**src/rtl/rom_pkg.sv**
```systemverilog
// ----------------------------------------------------------------------------
// rom_pkg
// Shared definitions for the ROM burst reader:
//   ADDR_W / DATA_W / LEN_W : ROM address, ROM data and burst-length widths
//   rd_state_e              : sequencer states (IDLE, FETCH, DRAIN)
//   rom_word_t              : one buffered word {data, last}
//   addr_inc()              : modulo-2^ADDR_W address increment
// ----------------------------------------------------------------------------
package rom_pkg;

  localparam int ADDR_W = 8;
  localparam int DATA_W = 4;
  localparam int LEN_W  = ADDR_W + 1;  // one extra bit so a full 256-word burst fits

  typedef enum logic [1:0] {
    IDLE  = 2'd0,
    FETCH = 2'd1,
    DRAIN = 2'd2
  } rd_state_e;

  typedef struct packed {
    logic [DATA_W-1:0] data;
    logic              last;
  } rom_word_t;

  // Natural overflow of the ADDR_W-bit sum gives the 255 -> 0 wrap.
  function automatic logic [ADDR_W-1:0] addr_inc(input logic [ADDR_W-1:0] addr);
    return addr + {{(ADDR_W-1){1'b0}}, 1'b1};
  endfunction

endpackage

```
**src/rtl/rom_burst_reader_if.sv**
```systemverilog
// ----------------------------------------------------------------------------
// rom_burst_reader_if
// Bundles every non-clock/reset signal of the burst reader.
//   command : start, base_addr, len
//   ROM     : rom_addr (to ROM), rom_data (from ROM, combinational)
//   stream  : m_valid, m_ready, m_data, m_last
//   status  : busy, done
// Modports:
//   slave  - the burst reader itself
//   master - the environment (command source, ROM, stream sink)
// ----------------------------------------------------------------------------
interface rom_burst_reader_if;
  import rom_pkg::*;

  logic              start;
  logic [ADDR_W-1:0] base_addr;
  logic [LEN_W-1:0]  len;
  logic [ADDR_W-1:0] rom_addr;
  logic [DATA_W-1:0] rom_data;
  logic              m_valid;
  logic              m_ready;
  logic [DATA_W-1:0] m_data;
  logic              m_last;
  logic              busy;
  logic              done;

  modport slave (
    input  start, base_addr, len, rom_data, m_ready,
    output rom_addr, m_valid, m_data, m_last, busy, done
  );

  modport master (
    output start, base_addr, len, rom_data, m_ready,
    input  rom_addr, m_valid, m_data, m_last, busy, done
  );

endinterface

```
**src/rtl/rom_skid_fifo.sv**
```systemverilog
// ----------------------------------------------------------------------------
// rom_skid_fifo
// Two-entry FIFO of rom_word_t. Entry 0 is always the head, so the head
// word comes straight from a flop and stays stable until it is popped.
// Ports:
//   clk, rst_n  : clock, async active-low reset
//   push        : write push_word (ignored when full and not popping)
//   push_word   : word to store
//   pop         : discard head (ignored when empty)
//   head_word   : current head entry
//   full, empty : occupancy flags
//   count       : occupancy 0..2
// ----------------------------------------------------------------------------
module rom_skid_fifo
  import rom_pkg::*;
(
  input  logic      clk,
  input  logic      rst_n,
  input  logic      push,
  input  rom_word_t push_word,
  input  logic      pop,
  output rom_word_t head_word,
  output logic      full,
  output logic      empty,
  output logic [1:0] count
);

  rom_word_t  slot0_q, slot0_d;
  rom_word_t  slot1_q, slot1_d;
  logic [1:0] count_q, count_d;
  logic       do_push_s;
  logic       do_pop_s;

  // Next-state for the two slots and the occupancy counter.
  always_comb begin
    slot0_d   = slot0_q;
    slot1_d   = slot1_q;
    count_d   = count_q;
    do_pop_s  = pop && (count_q != 2'd0);
    // A push into a full FIFO is only legal when the head leaves this cycle.
    do_push_s = push && ((count_q != 2'd2) || do_pop_s);
    case ({do_push_s, do_pop_s})
      2'b10: begin
        if (count_q == 2'd0) begin
          slot0_d = push_word;
        end else begin
          slot1_d = push_word;
        end
        count_d = count_q + 2'd1;
      end
      2'b01: begin
        slot0_d = slot1_q;
        count_d = count_q - 2'd1;
      end
      2'b11: begin
        // Occupancy unchanged; the new word lands behind whatever remains.
        if (count_q == 2'd1) begin
          slot0_d = push_word;
        end else begin
          slot0_d = slot1_q;
          slot1_d = push_word;
        end
      end
      default: begin
        count_d = count_q;
      end
    endcase
  end

  // Slot and counter registers.
  always_ff @(posedge clk or negedge rst_n) begin
    if (!rst_n) begin
      slot0_q <= '0;
      slot1_q <= '0;
      count_q <= 2'd0;
    end else begin
      slot0_q <= slot0_d;
      slot1_q <= slot1_d;
      count_q <= count_d;
    end
  end

  assign head_word = slot0_q;
  assign full      = (count_q == 2'd2);
  assign empty     = (count_q == 2'd0);
  assign count     = count_q;

endmodule

```
**src/rtl/rom_burst_reader.sv**
```systemverilog
// ----------------------------------------------------------------------------
// rom_burst_reader
// Accepts a {base_addr, len} burst command, walks the ROM address one word
// per cycle, and streams the returned words out on a valid/ready port with a
// last marker. A 2-entry FIFO absorbs downstream backpressure so the fetch
// side keeps one word per cycle whenever the sink is ready.
// Ports:
//   clk   : rising-edge clock
//   rst_n : asynchronous active-low reset (aborts any burst, no done)
//   bus   : rom_burst_reader_if.slave (command, ROM, stream and status)
// ----------------------------------------------------------------------------
module rom_burst_reader
  import rom_pkg::*;
(
  input  logic                 clk,
  input  logic                 rst_n,
  rom_burst_reader_if.slave    bus
);

  rd_state_e         state_q, state_d;
  logic [ADDR_W-1:0] rom_addr_q, rom_addr_d;
  logic [LEN_W-1:0]  remaining_q, remaining_d;
  logic              busy_q, busy_d;
  logic              done_q, done_d;

  logic              push_s;
  logic              pop_s;
  rom_word_t         push_word_s;
  rom_word_t         head_word_s;
  logic              fifo_full_s;
  logic              fifo_empty_s;
  logic [1:0]        fifo_count_s;

  rom_skid_fifo u_fifo (
    .clk       (clk),
    .rst_n     (rst_n),
    .push      (push_s),
    .push_word (push_word_s),
    .pop       (pop_s),
    .head_word (head_word_s),
    .full      (fifo_full_s),
    .empty     (fifo_empty_s),
    .count     (fifo_count_s)
  );

  // Sequencer next-state, fetch control and status pulses.
  always_comb begin
    state_d     = state_q;
    rom_addr_d  = rom_addr_q;
    remaining_d = remaining_q;
    busy_d      = busy_q;
    done_d      = 1'b0;
    push_s      = 1'b0;
    pop_s       = (!fifo_empty_s) && bus.m_ready;
    // rom_data is combinational from rom_addr_q, so it belongs to the word
    // being fetched this cycle; remaining_q counts that word too.
    push_word_s.data = bus.rom_data;
    push_word_s.last = (remaining_q == LEN_W'(1));

    case (state_q)
      IDLE: begin
        if (bus.start) begin
          if (bus.len != {LEN_W{1'b0}}) begin
            rom_addr_d  = bus.base_addr;
            remaining_d = bus.len;
            busy_d      = 1'b1;
            state_d     = FETCH;
          end else begin
            // Empty burst completes immediately without ever going busy.
            done_d = 1'b1;
          end
        end else begin
          state_d = IDLE;
        end
      end

      FETCH: begin
        if (remaining_q == {LEN_W{1'b0}}) begin
          // Unreachable in normal operation; never let the counter wrap.
          state_d = DRAIN;
        end else if ((!fifo_full_s) || pop_s) begin
          push_s      = 1'b1;
          rom_addr_d  = addr_inc(rom_addr_q);
          remaining_d = remaining_q - LEN_W'(1);
          if (remaining_q == LEN_W'(1)) begin
            state_d = DRAIN;
          end else begin
            state_d = FETCH;
          end
        end else begin
          // Stalled: rom_addr stays on the next unfetched word.
          state_d = FETCH;
        end
      end

      DRAIN: begin
        // Finish as the last word leaves so done/idle line up with the
        // cycle after the final handshake.
        if ((fifo_count_s == 2'd0) || ((fifo_count_s == 2'd1) && pop_s)) begin
          state_d = IDLE;
          busy_d  = 1'b0;
          done_d  = 1'b1;
        end else begin
          state_d = DRAIN;
        end
      end

      default: begin
        state_d = IDLE;
        busy_d  = 1'b0;
      end
    endcase
  end

  // State, address, counter and status registers.
  always_ff @(posedge clk or negedge rst_n) begin
    if (!rst_n) begin
      state_q     <= IDLE;
      rom_addr_q  <= {ADDR_W{1'b0}};
      remaining_q <= {LEN_W{1'b0}};
      busy_q      <= 1'b0;
      done_q      <= 1'b0;
    end else begin
      state_q     <= state_d;
      rom_addr_q  <= rom_addr_d;
      remaining_q <= remaining_d;
      busy_q      <= busy_d;
      done_q      <= done_d;
    end
  end

  assign bus.rom_addr = rom_addr_q;
  assign bus.m_valid  = !fifo_empty_s;
  assign bus.m_data   = head_word_s.data;
  assign bus.m_last   = head_word_s.last;
  assign bus.busy     = busy_q;
  assign bus.done     = done_q;

endmodule
```
**src/flat_wrapper.sv**
```systemverilog
// flat-port wrapper written by rule: the top's interface ports become plain ports
module rom_burst_reader_flat import rom_pkg::*;
  (clk, rst_n, bus_start, bus_base_addr, bus_len, bus_rom_data, bus_m_ready, bus_rom_addr, bus_m_valid, bus_m_data, bus_m_last, bus_busy, bus_done);
  rom_burst_reader_if bus_i ();
  input  logic clk;
  input  logic rst_n;
  input wire logic [$bits(bus_i.start)-1:0] bus_start;
  input wire logic [$bits(bus_i.base_addr)-1:0] bus_base_addr;
  input wire logic [$bits(bus_i.len)-1:0] bus_len;
  input wire logic [$bits(bus_i.rom_data)-1:0] bus_rom_data;
  input wire logic [$bits(bus_i.m_ready)-1:0] bus_m_ready;
  output wire logic [$bits(bus_i.rom_addr)-1:0] bus_rom_addr;
  output wire logic [$bits(bus_i.m_valid)-1:0] bus_m_valid;
  output wire logic [$bits(bus_i.m_data)-1:0] bus_m_data;
  output wire logic [$bits(bus_i.m_last)-1:0] bus_m_last;
  output wire logic [$bits(bus_i.busy)-1:0] bus_busy;
  output wire logic [$bits(bus_i.done)-1:0] bus_done;
  assign bus_i.start = bus_start;
  assign bus_i.base_addr = bus_base_addr;
  assign bus_i.len = bus_len;
  assign bus_i.rom_data = bus_rom_data;
  assign bus_i.m_ready = bus_m_ready;
  assign bus_rom_addr = bus_i.rom_addr;
  assign bus_m_valid = bus_i.m_valid;
  assign bus_m_data = bus_i.m_data;
  assign bus_m_last = bus_i.m_last;
  assign bus_busy = bus_i.busy;
  assign bus_done = bus_i.done;
  rom_burst_reader u_core (.clk(clk), .rst_n(rst_n), .bus(bus_i));
endmodule
```
**config.mk**
```make
export PLATFORM = sky130hd
export DESIGN_NAME = rom_burst_reader_flat
export DESIGN_NICKNAME = d
export VERILOG_FILES = /design/src/rtl/rom_pkg.sv /design/src/rtl/rom_burst_reader_if.sv /design/src/rtl/rom_skid_fifo.sv /design/src/rtl/rom_burst_reader.sv /design/src/flat_wrapper.sv
export SDC_FILE = /design/constraint.sdc
export NUM_CORES = 1
export LEC_CHECK = 0
export ABC_CLOCK_PERIOD_IN_PS = 3100
export CAP_MARGIN = 20
export CORE_MARGIN = 1.5
export CORE_UTILIZATION = 52
export CTS_CLUSTER_DIAMETER = 100
export DETAILED_ROUTE_END_ITERATION = 16
export GPL_TIMING_DRIVEN = 0
export HOLD_SLACK_MARGIN = 0.02
export PLACE_DENSITY = 0.81
export SLEW_MARGIN = 20
export SYNTH_ARGS = -nofsm -noshare
export SYNTH_HDL_FRONTEND = slang
export SYNTH_SLANG_ARGS = --single-unit
```
**constraint.sdc**
```tcl
create_clock -name clk -period 3.1 [get_ports clk]
set_clock_uncertainty 0.15 [all_clocks]
set_input_delay 0.62 -clock clk [delete_from_list [all_inputs] [get_ports clk]]
set_output_delay 0.62 -clock clk [all_outputs]
set_load 0.01 [all_outputs]
```
==> impl_metrics.toml, run 1 <==
[routing]
wl_met1_um = 2273
routed.top_layer = "met4"
drtIter0Drc = 83
first_pass_iters = 4
drc_errors = 0
routed_wl_um = 5093
wire_per_inst_um = 16.12
drtAntennaViolNets = 0
dr_total_vias = 1858
wl_met3_um = 237
vias_per_cell = 5.880
routed-wl-met2_um = 2513

[worst_setup_path]
regToRegSetupSlack_ps = 350
cpLargestDelayFamily = "compound AO/OA/AOI/OAI gates"
worstPathBufferInverterCount = 2
cp_cell_sequence = "clkdlybuf4s50_1, nor2b_4, inv_2, a21oi_4, nand2_1, ha_1, o21a_1, a32o_1, mux2_2"
max_stage_delay_ps = 480
critPathMaxFanout = 7
critPathCaptureType = "flip-flop"
path_class = "in -> reg"
cp.arrival_ps = 2820
start_kind = "primary input"
reg2reg_depth = 10
cp_slowest_cell = "clkdlybuf4s50_1"
r2r_start = "u_core.u_fifo.count[0]$_DFFE_PN0P_"
crit_required_ps = 3130
r2r-end = "u_core.u_fifo.head_word[0]$_DFFE_PN0P_"

[sta]
finalSetupViolations = 0
fin_crit_ps = 2795
drv_slew = 0
rsz0062_at_grt = "no"
max_freq_mhz = 357.8
max_slew_margin_pct = 66.70
finalHoldViolCount = 0
period_share_pct = 90.16
fin_ws_ps = 304.9
max_slew.worst_pin.slew_ps = 495.7

[power_and_ir_drop]
p_int_uw = 1292
p_switching_uw = 836.2
combPwrFrac_pct = 50.2
power.leakage_uw = 0.001114
p_seq_share_pct = 34.7
power_density_nw_per_um2 = 782.6
pwr-share-clk_pct = 15.1
peakVddDrop_v = 0.0004604
sw_frac_of_total_pct = 39.30
finalPower_uw = 2128

[die]
ios = 41
core_um2 = 4000
start_util_pct = 53.96
die_w_um = 67.43
rows = 23
die_area_um2 = 4546
die_h_um = 67.43

[synth]
synthCells = 217
ys_seq_area_share_pct = 38.26
ys_types = 51
synth-edff-count = 0
async_flop_share_pct = 100.0
netlist_area_um2 = 2158
synth_fp_nets = 252
yosys_warnings = 0
syn_area_per_cell_um2 = 9.946
synthFlopType = "dfrtp_1"
synth_seq_cells = 33

[cts]
clock_path_buffers = 2
post_cts_buffers = 0
cts-resized-gates = 0
clkTransAtPathRegs_ps = 70
clock_latency_ps = 290
cts_tree = "yes"
numCtsBuffers = 5
cts_sinks = 33
cts_max_level = 2
cts-hold-fix-buffers = 0
cts_root_buf = "clkbuf_8"

[placement]
post-place-ws_ps = -27.83
port_buffers = 40
place_congestion = 0.8541
hpwlAfterDp_um = 3765

[layout]
drive_gt1_share_pct = 16.17
antenna_cells = 0
final_common_cell = "clkdlybuf4s50_1"
fin_nets = 300
final_cell_mix = "clkdlybuf4s50_1, dfrtp_1, nand2_1, a21oi_1"
area_delta_synth_final_pct = 25.97

[grt]
grt_pass1_vias = 1833
grt_max_degree = 26
antenna_found_initial = 0
grt_usage_pct = 25.44
overflow = 0
grt_pass1_wl_um = 8535

[worst_hold_path]
hold_class = "in -> async"

[outcome]
status = "finished, final reports clean"

[flow_run]
drv_cap = 0
## state kept, by name (all words and copies together) (netlist names)
register,count
u_core.bus.busy,1
u_core.bus.done,1
u_core.bus.rom_addr,8
u_core.remaining_q,9
u_core.state_q,2
u_core.u_fifo.count,2
u_core.u_fifo.head_word,5
u_core.u_fifo.slot1_q,5
## worst max path at each step
stage / slack (ps) / from / endpoint / cells after the start
global placement: 40 / bus_m_ready / u_core.u_fifo.head_word[0]$_DFFE_PN0P_ / 9
floorplan: 620 / u_core.u_fifo.count[0]$_DFFE_PN0P_ / u_core.u_fifo.head_word[0]$_DFFE_PN0P_ / 10
global route: 90 / bus_m_ready / u_core.u_fifo.head_word[3]$_DFFE_PN0P_ / 11
detailed placement: -30 / bus_m_ready / u_core.u_fifo.head_word[1]$_DFFE_PN0P_ / 11
finish: 300 / bus_m_ready / u_core.u_fifo.head_word[0]$_DFFE_PN0P_ / 9
CTS: 280 / bus_m_ready / u_core.u_fifo.head_word[0]$_DFFE_PN0P_ / 9
## synthesized netlist by cell type, types with 3 or more instances
library cell	number	area share [%]
a21oi_1	14	3.2
a22o_1	5	2.0
buf_2	6	1.4
dfrtp_1	33	38
ha_1	10	5.8
inv_1	8	1.4
mux2_2	10	5.2
nand2_1	17	3.0
nand3_1	12	2.8
nand4_1	3	0.87
nor2_1	12	2.1
nor2b_1	3	0.87
nor3_1	6	1.4
o211ai_1	12	4.2
o21a_1	3	1.0
o21ai_0	11	2.6
o221ai_1	6	2.4
## layout make-up
class,count,area [um^2]
inverters,9,33.78
multi-input cells,165,1242
fillers,347,1281
flip-flops and latches,33,825.8
well taps,50,62.56
clock buffers,6,72.57
repair buffers,41,415.4
plain buffers,10,56.30
clock inverters,2,10.01
## layer usage
metal	vias to the layer above	GRT usage (%)
met4	0	8.418
met5	-	0
met3	5	4.000
met1	889	32.70
li1	911	-
met2	53	43.69
## metrics by stage
step	setup TNS, ps	cells	util (%)	hold WS, ps	instance area, um^2
CTS	0	316	67.97	31.36	2719
global route	0	316	67.97	29.74	2719
floorplan	0	217	-	174.4	2158
global placement	0	307	65.53	309.8	2621
finish	0	316	67.97	31.87	2719
detailed placement	-62.92	308	65.91	319.7	2636
## cell families after synthesis
logic type      Yosys count  share of synthesized area (%)
simple gates             71                          19.59
fa+ha+maj                10                          5.797
xor+xnor                  2                         0.8117
buf+inv                  19                          4.174
mux                      11                          5.681
compound gates           71                          25.68
flops                    33                          38.26
## power by group through the flow
stage | logic, uW | clock network (uW) | registers (uW)
floorplan | 701 | 0 | 748
global placement | 1030 | 0 | 740
detailed placement | 1070 | 0 | 745
CTS | 1080 | 331 | 737
global route | 1210 | 345 | 763
finish | 1070 | 320 | 739
(Power assumes the default switching activity.)
==> run 2: changes to the inputs <==
Settings changed: PLACE_DENSITY 0.81 to 0.8.
==> run 2 against run 1 <==
  * First-iteration DRC count grew 23%
  * Non-clock buffer count grew 1
  * Clock power grew 3%
  * Register-to-register slack gained 50 ps
  * Largest power group unchanged
  * Critical path type unchanged
==> impl_metrics.toml, run 2 (synthesized netlist as in run 1, its figures left out) <==
[worst_setup_path]
r2r_start = "u_core.u_fifo.count[0]$_DFFE_PN0P_"
crit_required_ps = 3130
regToRegSetupSlack_ps = 400
cp_cell_sequence = "clkdlybuf4s50_1, nor2b_4, inv_2, a21oi_4, nand2_1, ha_1, o21a_1, a32o_1, mux2_2"
max_stage_delay_ps = 480
cp_slowest_cell = "clkdlybuf4s50_1"
start_kind = "primary input"
cp.arrival_ps = 2760
path_class = "in -> reg"
critPathMaxFanout = 7
r2r-end = "u_core.u_fifo.head_word[0]$_DFFE_PN0P_"
reg2reg_depth = 10
critPathCaptureType = "flip-flop"

[routing]
dr_total_vias = 1918
wire_per_inst_um = 16.53
vias_per_cell = 6.050
first_pass_iters = 5
routed_wl_um = 5241
drtIter0Drc = 102
drtAntennaViolNets = 0
drc_errors = 0

[placement]
hpwlAfterDp_um = 3694
dp_cells = 308
place_congestion = 0.8764
port_buffers = 40

[worst_hold_path]
hold_class = "reg -> reg"
holdCritStartpoint = "u_core.bus.busy$_DFFE_PN0P_"
hold_depth = 2
hold_end = "u_core.bus.busy$_DFFE_PN0P_"

[die]
core_um2 = 4000
rows = 23
ios = 41
die_h_um = 67.43
start_util_pct = 53.96
die_w_um = 67.43
die_area_um2 = 4546

[layout]
stdcell_count = 317
largest_reg_flops = 9
fillers = 335
antenna_cells = 0
drive_gt1_share_pct = 16.48
final_common_cell = "clkdlybuf4s50_1"
area_delta_synth_final_pct = 26.61
final_cell_mix = "clkdlybuf4s50_1, dfrtp_1, nand2_1, a21oi_1"
fin_nets = 301
top_register = "u_core.remaining_q"

[sta]
max_freq_mhz = 365.8
finalHoldViolCount = 0
rsz0062_at_grt = "no"
fin_setup_tns_ps = 0
fin_crit_ps = 2734
max_slew.worst_pin.slew_ps = 491.0
finalSetupViolations = 0
drv_slew = 0
period_share_pct = 88.19
max_slew_margin_pct = 67.02

[power_and_ir_drop]
power_density_nw_per_um2 = 783.8
peakVddDrop_v = 0.0004165
power.leakage_uw = 0.001117

[cts]
cts_root_buf = "clkbuf_8"
cts_sinks = 33
clock_path_buffers = 2
cts-resized-gates = 0
clkTransAtPathRegs_ps = 70
numCtsBuffers = 5
cts_max_level = 2
clock_latency_ps = 290
cts_tree = "yes"

[grt]
overflow = 0
antenna_found_initial = 0
grt_usage_pct = 25.77
grt_pass1_wl_um = 8721
grt_pass1_vias = 1827
grt_max_degree = 32

[flow_run]
drv_cap = 0

[outcome]
status = "finished, final reports clean"
## run 2: cell count changes in the layout (fill, tap and decap cells not counted), sizes merged
cell         before  now
dlygate4sd3       0    1
clkinvlp          0    1
clkbuf            8    7
## run 2: per-stage QoR
step	power, uW	util, %	instance area [um^2]	setup slack [ps]	hold WS, ps
2_1_floorplan	1449	-	2158	624.1	174.4
3_3_place_gp	1775	65.53	2621	56.28	307.6
3_5_place_dp	1811	65.91	2636	29.29	278.0
4_1_cts	2149	68.31	2733	348.3	352.0
5_1_grt	2316	68.31	2733	234.2	377.4
6_report	2142	68.31	2733	366.1	347.4
## run 2: worst max-delay path: cells and delay by family
family	cells	cell delay, ps
adders and majority gates	1	210
AOI/OAI and AO/OA	3	750
buffers and inverters	2	580
muxes	1	250
and+or+nand+nor	2	350
## run 2: routing by layer
metal	vias to the layer above	GRT usage, %	part of all wire [%]
met5	-	0	0
met2	68	44.31	50
met1	923	32.14	43
met4	0	8.673	1.5
li1	916	-	-
met3	11	5.333	5.7
## run 2: power by group
group          internal, uW  switching, uW  total (uW)
registers               586            159         745
logic                   549            519        1070
clock network           155            174         329
## run 2: what timing repair did
| item | in CTS | in global routing |
|---|---|---|
| setup endpoints to repair | 0 | 0 |
| endpoints found under the hold margin | 2 | 0 |
| hold buffers | 1 | 0 |
| buffers inserted | 0 | 0 |
## run 2: final cells by class
class | instances | area, um^2 | area share [%]
plain buffers | 10 | 56.30 | 2.060
clock buffers | 5 | 68.82 | 2.518
clock inverters | 3 | 17.52 | 0.6410
inverters | 9 | 33.78 | 1.236
multi-input cells | 165 | 1242 | 45.47
flip-flops and latches | 33 | 825.8 | 30.22
well taps | 50 | 62.56 | 2.289
repair buffers | 42 | 425.4 | 15.57
## run 2: worst max path at each step
stage | to | from | slack (ps)
6_report | u_core.u_fifo.head_word[0]$_DFFE_PN0P_ | bus_m_ready | 370
5_1_grt | u_core.u_fifo.slot1_q[4]$_DFFE_PN0P_ | u_core.u_fifo.count[0]$_DFFE_PN0P_ | 230
4_1_cts | u_core.u_fifo.head_word[0]$_DFFE_PN0P_ | bus_m_ready | 350
3_5_place_dp | u_core.u_fifo.head_word[0]$_DFFE_PN0P_ | bus_m_ready | 30
3_3_place_gp | u_core.u_fifo.head_word[0]$_DFFE_PN0P_ | bus_m_ready | 60
2_1_floorplan | u_core.u_fifo.head_word[0]$_DFFE_PN0P_ | u_core.u_fifo.count[0]$_DFFE_PN0P_ | 620
==> run 3: changes to the inputs <==
Settings changed: CORE_ASPECT_RATIO set to 0.6.
==> run 3 against run 2 <==
  * Clock power grew 4%
  * Combinational power is essentially flat
  * Setup slack lost 110 ps
  * Highest routed layer unchanged
  * Final area shrank 0.23%
  * Routed wire length grew 4.1%
  * Non-clock buffer count shrank 1
  * Sequential power grew 0.7%
==> impl_metrics.toml, run 3 (synthesized netlist as in run 1, its figures left out) <==
[outcome]
status = "finished, final reports clean"

[layout]
antenna_cells = 0
largest_reg_flops = 9
post-route-util_pct = 71.21
fin_nets = 300
stdcell_count = 312
final_common_cell = "clkdlybuf4s50_1"
final_design_area_no_fill_um2 = 2726
drive_gt1_share_pct = 15.85
top_register = "u_core.remaining_q"
area_delta_synth_final_pct = 26.32
fillers = 299
final_cell_mix = "clkdlybuf4s50_1, dfrtp_1, nand2_1, a21oi_1"

[cts]
cts_max_level = 2
cts-resized-gates = 0
cts_root_buf = "clkbuf_8"
post_cts_buffers = 0
clkTransAtPathRegs_ps = 70
cts_tree = "yes"
numCtsBuffers = 5
cts_sinks = 33
clock_path_buffers = 2
cts-hold-fix-buffers = 0
clock_latency_ps = 300

[placement]
dp_cells = 305
port_buffers = 40
place_congestion = 0.8751
place_area_um2 = 2640
hpwlAfterDp_um = 4030

[routing]
dr_total_vias = 1949
drtIter0Drc = 197
vias_per_cell = 6.247
drtAntennaViolNets = 0
drc_errors = 0
routed_wl_um = 5454
first_pass_iters = 4
wire_per_inst_um = 17.48

[power_and_ir_drop]
finalPower_uw = 2181
peakVddDrop_v = 0.0005484
power.leakage_uw = 0.001116
power_density_nw_per_um2 = 799.8

[worst_setup_path]
path_class = "in -> reg"
max_stage_delay_ps = 490
start_kind = "primary input"
cp.arrival_ps = 2870
critPathCaptureType = "flip-flop"
critPathMaxFanout = 7
crit_required_ps = 3120
cpLargestDelayFamily = "buffers and inverters"
cp_cell_sequence = "clkdlybuf4s50_1, nor2b_4, inv_2, a21oi_4, nand2_1, inv_1, ha_1, o211a_1, mux2_2"
worstPathBufferInverterCount = 3
cp_slowest_cell = "clkdlybuf4s50_1"

[sta]
drv_slew = 0
finalHoldViolCount = 0
max_slew_margin_pct = 54.86
period_share_pct = 91.74
finalSetupViolations = 0
fin_crit_ps = 2844
max_slew.worst_pin.slew_ps = 672.0
max_freq_mhz = 351.6
rsz0062_at_grt = "no"

[die]
rows = 17
start_util_pct = 56.37
die_area_um2 = 4559
ios = 41
core_um2 = 3829
die_h_um = 52.91
die_w_um = 86.17

[worst_hold_path]
hold_class = "in -> async"

[grt]
antenna_found_initial = 0
grt_usage_pct = 27.29
grt_pass1_wl_um = 9246
grt_pass1_vias = 1833
overflow = 0
grt_max_degree = 18

[flow_run]
drv_cap = 0
==> run 3: power breakdown <==
part / internal [uW] / total, uW / switching, uW / leakage [uW]
Combinational: 552 / 1090 / 536 / 0.000679
Clock: 176 / 343 / 167 / 0.0000443
Sequential: 586 / 750 / 163 / 0.000393
Total: 1310 / 2180 / 866 / 0.00112
==> run 3: layer usage <==
metal / up-vias / track usage (%) / part of all wire (%) / wire length [um]
met5: - / 0 / 0 / 0
met4: 0 / 9.140 / 1.3 / 73
met3: 10 / 5.616 / 6.9 / 377
met2: 88 / 37.66 / 41 / 2230
met1: 936 / 41.73 / 51 / 2772
li1: 915 / - / - / -
==> run 3: path summary, 6_finish.rpt <==
path	from	endpoint	slack, ps	depth (start not counted)
min in group clk	u_core.bus.busy$_DFFE_PN0P_	u_core.bus.busy$_DFFE_PN0P_	340	2
min reg2reg	u_core.bus.busy$_DFFE_PN0P_	u_core.bus.busy$_DFFE_PN0P_	340	2
min	rst_n	u_core.u_fifo.count[0]$_DFFE_PN0P_	100	1
max	bus_m_ready	u_core.u_fifo.slot1_q[3]$_DFFE_PN0P_	260	9
max reg2reg	u_core.u_fifo.count[0]$_DFFE_PN0P_	u_core.u_fifo.slot1_q[3]$_DFFE_PN0P_	280	10
max in group asynchronous	rst_n	u_core.remaining_q[6]$_DFFE_PN0P_	2270	2
==> run 3: final cells by class <==
cell class | count | area (um^2) | area share (%)
Buffer | 10 | 56.30 | 2.065
Clock buffer | 7 | 86.33 | 3.167
Inverter | 9 | 33.78 | 1.239
Multi-Input combinational cell | 165 | 1242 | 45.57
Sequential cell | 33 | 825.8 | 30.29
Tap cell | 47 | 58.81 | 2.157
Timing Repair Buffer | 41 | 422.9 | 15.51
==> run 3: worst register-to-register path, delay by kind of cell (launching register included) <==
kind	cells	cell delay (ps)
AND/OR/NAND/NOR	2	390
buffers and inverters	3	290
adder cells (fa/ha/maj)	2	510
flip-flops	1	400
multiplexers	1	370
AO/OA/AOI/OAI	2	590
==> run 3: stage by stage <==
step / setup WS, ps / setup TNS [ps] / hold WS, ps
3_5_place_dp: -22.05 / -60.19 / 328.0
4_1_cts: 269.8 / 0 / 114.7
3_3_place_gp: 23.56 / 0 / 318.1
2_1_floorplan: 624.1 / 0 / 174.4
5_1_grt: 72.44 / 0 / 137.8
6_report: 256.1 / 0 / 99.70
